[config.mk]
export PLATFORM = sky130hd
export DESIGN_NAME = regfile_dumper
export DESIGN_NICKNAME = d
export VERILOG_FILES = /design/src/rtl/regfile_dumper.sv
export SDC_FILE = /design/constraint.sdc
export NUM_CORES = 1
export LEC_CHECK = 0
export CAP_MARGIN = 20
export CORE_UTILIZATION = 66
export DETAILED_ROUTE_END_ITERATION = 8
export DONT_BUFFER_PORTS = 1
export GPL_TIMING_DRIVEN = 1
export PLACE_DENSITY = 0.79
export SLEW_MARGIN = 20
export SYNTH_ARGS = -nofsm -noshare
export SYNTH_HDL_FRONTEND = slang
export SYNTH_SLANG_ARGS = --single-unit
[constraint.sdc]
create_clock -name clk -period 6 [get_ports clk]
set_input_delay 0.6 -clock clk [delete_from_list [all_inputs] [get_ports clk]]
set_output_delay 0.6 -clock clk [all_outputs]
set_load 0.05 [all_outputs]
[src/rtl/regfile_dumper.sv]
// regfile_dumper: walks the RV32I register file through a single read port
// and streams each register value, tagged with its index, over valid/ready.
// It only ever reads the register file.
//
// Stream handshake: dump_valid is high in SEND only; a beat transfers on a
// rising edge where dump_valid and dump_ready are both 1. While dump_valid is
// high, dump_addr/dump_data are held stable and dump_valid never drops before
// the transfer (abort is deferred until the beat is taken).
module regfile_dumper #(
  parameter int FIRST_REG = 0,
  parameter int LAST_REG  = 31
) (
  input  logic        clk,
  input  logic        rst,
  input  logic        start,
  input  logic        abort,
  output logic [4:0]  rf_addr,
  input  logic [31:0] rf_data,
  output logic        dump_valid,
  input  logic        dump_ready,
  output logic [4:0]  dump_addr,
  output logic [31:0] dump_data,
  output logic        busy,
  output logic        done,
  output logic [1:0]  dbg_state
);

  typedef enum logic [1:0] {
    S_IDLE = 2'd0,
    S_READ = 2'd1,
    S_SEND = 2'd2,
    S_DONE = 2'd3
  } state_t;

  localparam logic [4:0] LP_FIRST = 5'(FIRST_REG);
  localparam logic [4:0] LP_LAST  = 5'(LAST_REG);

  state_t      r_state;
  logic [4:0]  r_idx;
  logic [4:0]  r_dump_addr;
  logic [31:0] r_dump_data;
  logic        w_handshake;

  assign w_handshake = (r_state == S_SEND) && dump_ready;

  // Dump sequencer: index walk, capture of the read port, stream handshake.
  always_ff @(posedge clk or posedge rst) begin
    if (rst) begin
      r_state     <= S_IDLE;
      r_idx       <= 5'd0;
      r_dump_addr <= 5'd0;
      r_dump_data <= 32'd0;
    end else begin
      case (r_state)
        S_IDLE: begin
          if (start && !abort) begin
            r_idx   <= LP_FIRST;
            r_state <= S_READ;
          end
        end
        S_READ: begin
          if (abort) begin
            r_state <= S_IDLE;
          end else begin
            // Value present on the port this cycle; a write landing on this
            // same edge is not visible yet, so the old contents are captured.
            r_dump_data <= rf_data;
            r_dump_addr <= r_idx;
            r_state     <= S_SEND;
          end
        end
        S_SEND: begin
          if (w_handshake) begin
            if (abort) begin
              r_state <= S_IDLE;
            end else if (r_idx == LP_LAST) begin
              r_state <= S_DONE;
            end else begin
              r_idx   <= r_idx + 5'd1;
              r_state <= S_READ;
            end
          end
        end
        S_DONE: begin
          r_state <= S_IDLE;
        end
        default: begin
          r_state <= S_IDLE;
        end
      endcase
    end
  end

  // Outputs decoded from registered state only; no input-to-output paths.
  assign rf_addr    = ((r_state == S_READ) || (r_state == S_SEND)) ? r_idx : 5'd0;
  assign dump_valid = (r_state == S_SEND);
  assign dump_addr  = r_dump_addr;
  assign dump_data  = r_dump_data;
  assign busy       = (r_state != S_IDLE);
  assign done       = (r_state == S_DONE);
  assign dbg_state  = r_state;

endmodule

==> results.sh <==
export IMPL_clk_path_buf_depth=2
export IMPL_critPathSlowestCell="dfrtp_1"
export IMPL_relSlewSlack_pct=42.3
export IMPL_post_cts_hold_buffer_count=0
export IMPL_cts_sinks=44
export IMPL_clockRootBuffer="clkbuf_4"
export IMPL_worst_path_max_fanout=5
export IMPL_slowest_delay_ps=720
export IMPL_drv_cap=0
export IMPL_tightest_slew_ps=866
export IMPL_cts_max_level=2
export IMPL_antenna_found_initial=0
export IMPL_first_iter_violations=29
export IMPL_finalCritPeriodShare_pct=44.5
export IMPL_vias=1061
export IMPL_drc=0
export IMPL_die_area_um2=3170
export IMPL_max_freq_mhz=375
export IMPL_initial_core_util_pct=70.0
export IMPL_worstPathArrival_ps=2070
export IMPL_vias_per_cell=6.13
export IMPL_drv_slew=0
export IMPL_place_congestion=0.783
export IMPL_worstSetupPathType="reg -> out"
export IMPL_grt_pass1_wl_um=5170
export IMPL_mostFrequentLayoutCell="dfrtp_1"
export IMPL_die_h_um=56.3
export IMPL_drive_above_1_share_pct=34.5
export IMPL_die_width_um=56.3
export IMPL_crit_chain="inv_1 > ha_1 > and2_1"
export IMPL_fillerInstances=203
export IMPL_drt_total_wl_um=3010
export IMPL_synth_cells=138
export IMPL_grt_ovfl_total=0
export IMPL_hpwl_um=2230
export IMPL_final_setup_tns_ps=0
export IMPL_synth_distinct_cells=27
export IMPL_path_clk_slew_ps=130
export IMPL_skew_ps=9.70
export IMPL_cp_end_kind="output pin"
export IMPL_grt_pass1_vias=1112
export IMPL_ios=84
export IMPL_min_period_ps=2670
export IMPL_setup_ws_ps=3330
export IMPL_cts_tree="built"
export IMPL_critPathLaunchType="flip-flop"
export IMPL_status="completed"
export IMPL_rsz0062_at_grt="no"
export IMPL_required_ps=5400
export IMPL_seq_area_frac_synth_pct=56.6
export IMPL_grt_max_degree=45
export IMPL_syn_nets=182
export IMPL_synth_area_um2=1950
export IMPL_globalRouteTotalUtil_pct=21.5
export IMPL_post_cts_buffers=0
export IMPL_pre_cts_slack_ps=3390
export IMPL_ys_warn_count=0
export IMPL_first_pass_iters=4
export IMPL_setup_viol=0
export IMPL_syn_area_per_cell_um2=14.1
export IMPL_cts_made_buffers=5
export IMPL_port_buffers=0
export IMPL_timing_hold_worst_class="in -> async"
export IMPL_wl_per_cell_um=17.4
export IMPL_clk_latency_ps=350
export IMPL_ctsResizeCount=0
export IMPL_core_um2=2780
export IMPL_ant_nets=0
export IMPL_most_common_layout_cells="44 x dfrtp_1, 36 x mux2_2, 7 x ha_1"
export IMPL_ys_ff_latch=44
export IMPL_row_count=19
export IMPL_syn2layout_area_growth_pct=3.47
export IMPL_diodes=0
export IMPL_fin_nets=185
export IMPL_whs_ps=239
export IMPL_finalHoldViolations=0
==> layout make-up <==
class                   count  area (um2)  share of cell area, %
repair buffers              1        7.51                  0.373
inverters                   6        22.5                   1.12
multi-input cells          83         778                   38.6
clock inverters             2        15.0                  0.745
well taps                  31        38.8                   1.93
clock buffers               6        51.3                   2.55
flip-flops and latches     44        1100                   54.7
==> kinds of logic after synthesis <==
group / after synthesis / share of synthesized area [%]
flops: 44 / 56.6
fa+ha+maj: 7 / 4.50
buf+inv: 11 / 3.47
compound gates: 9 / 3.47
simple gates: 25 / 7.65
mux: 42 / 24.4
==> cell usage after synthesis <==
cell type,number,area share (%)
mux2i_2,1,0.71
nor3_1,1,0.26
a211oi_1,1,0.39
nand4_1,1,0.32
a41oi_1,1,0.45
nand3b_1,1,0.39
o21ai_0,3,0.77
nand2_1,4,0.77
dfrtp_1,44,57
ha_1,7,4.5
mux2_4,1,0.77
mux2_2,36,21
nand2b_4,1,0.71
a21oi_1,2,0.51
nor2b_1,4,1.3
mux2i_1,4,2.1
and2_1,5,1.6
and3_1,2,0.64
buf_6,2,1.2
or2b_1,1,0.39
nand2b_1,2,0.64
a211oi_4,1,1.0
nand3_1,1,0.26
a31oi_1,1,0.32
inv_1,6,1.2
nor2_1,2,0.39
buf_4,3,1.2
==> registers in the layout, summed over array words and instances, names as in the netlist <==
name and cells:
dbg_state 2, r_idx 5, dump_data 32, dump_addr 5
==> per-layer routing <==
| metal | vias up | part of all wire (%) | GRT usage (%) |
|---|---|---|---|
| met5 | - | 0 | 0 |
| met1 | 516 | 39 | 26.7 |
| met3 | 8 | 8.7 | 7.37 |
| li1 | 482 | - | - |
| met4 | 0 | 1.8 | 8.36 |
| met2 | 55 | 50 | 35.0 |
==> metrics by stage <==
| step | util (%) | std cells | instance area, um2 |
|---|---|---|---|
| after floorplan | - | 138 | 1950 |
| after global placement | 70.0 | 165 | 1950 |
| after detailed placement | 70.0 | 165 | 1950 |
| after CTS | 72.4 | 173 | 2010 |
| after global routing | 72.4 | 173 | 2010 |
| final | 72.4 | 173 | 2010 |
==> worst paths after layout <==
kind / end / slack (ps) / depth (start not counted) / from
min: dump_data[26] / 240 / 2 / rst
max: rf_addr[1] / 3330 / 3 / dbg_state[1]
max in group asynchronous: dbg_state[1] / 5410 / 2 / rst
min in group clk: dump_data[0] / 390 / 1 / rf_data[0]
min reg2reg: r_idx[3] / 560 / 1 / r_idx[3]
max reg2reg: r_idx[0] / 3390 / 5 / dbg_state[0]
==> critical path: cells and delay by family, from the launching register on <==
family	cells	cell delay (ps)
and+or+nand+nor	1	460
DFF	1	720
adders and majority gates	1	370
buffers and inverters	1	180
Power is not shown: default switching activity piles up to over one toggle a cycle in this logic, so the estimate is an artifact.
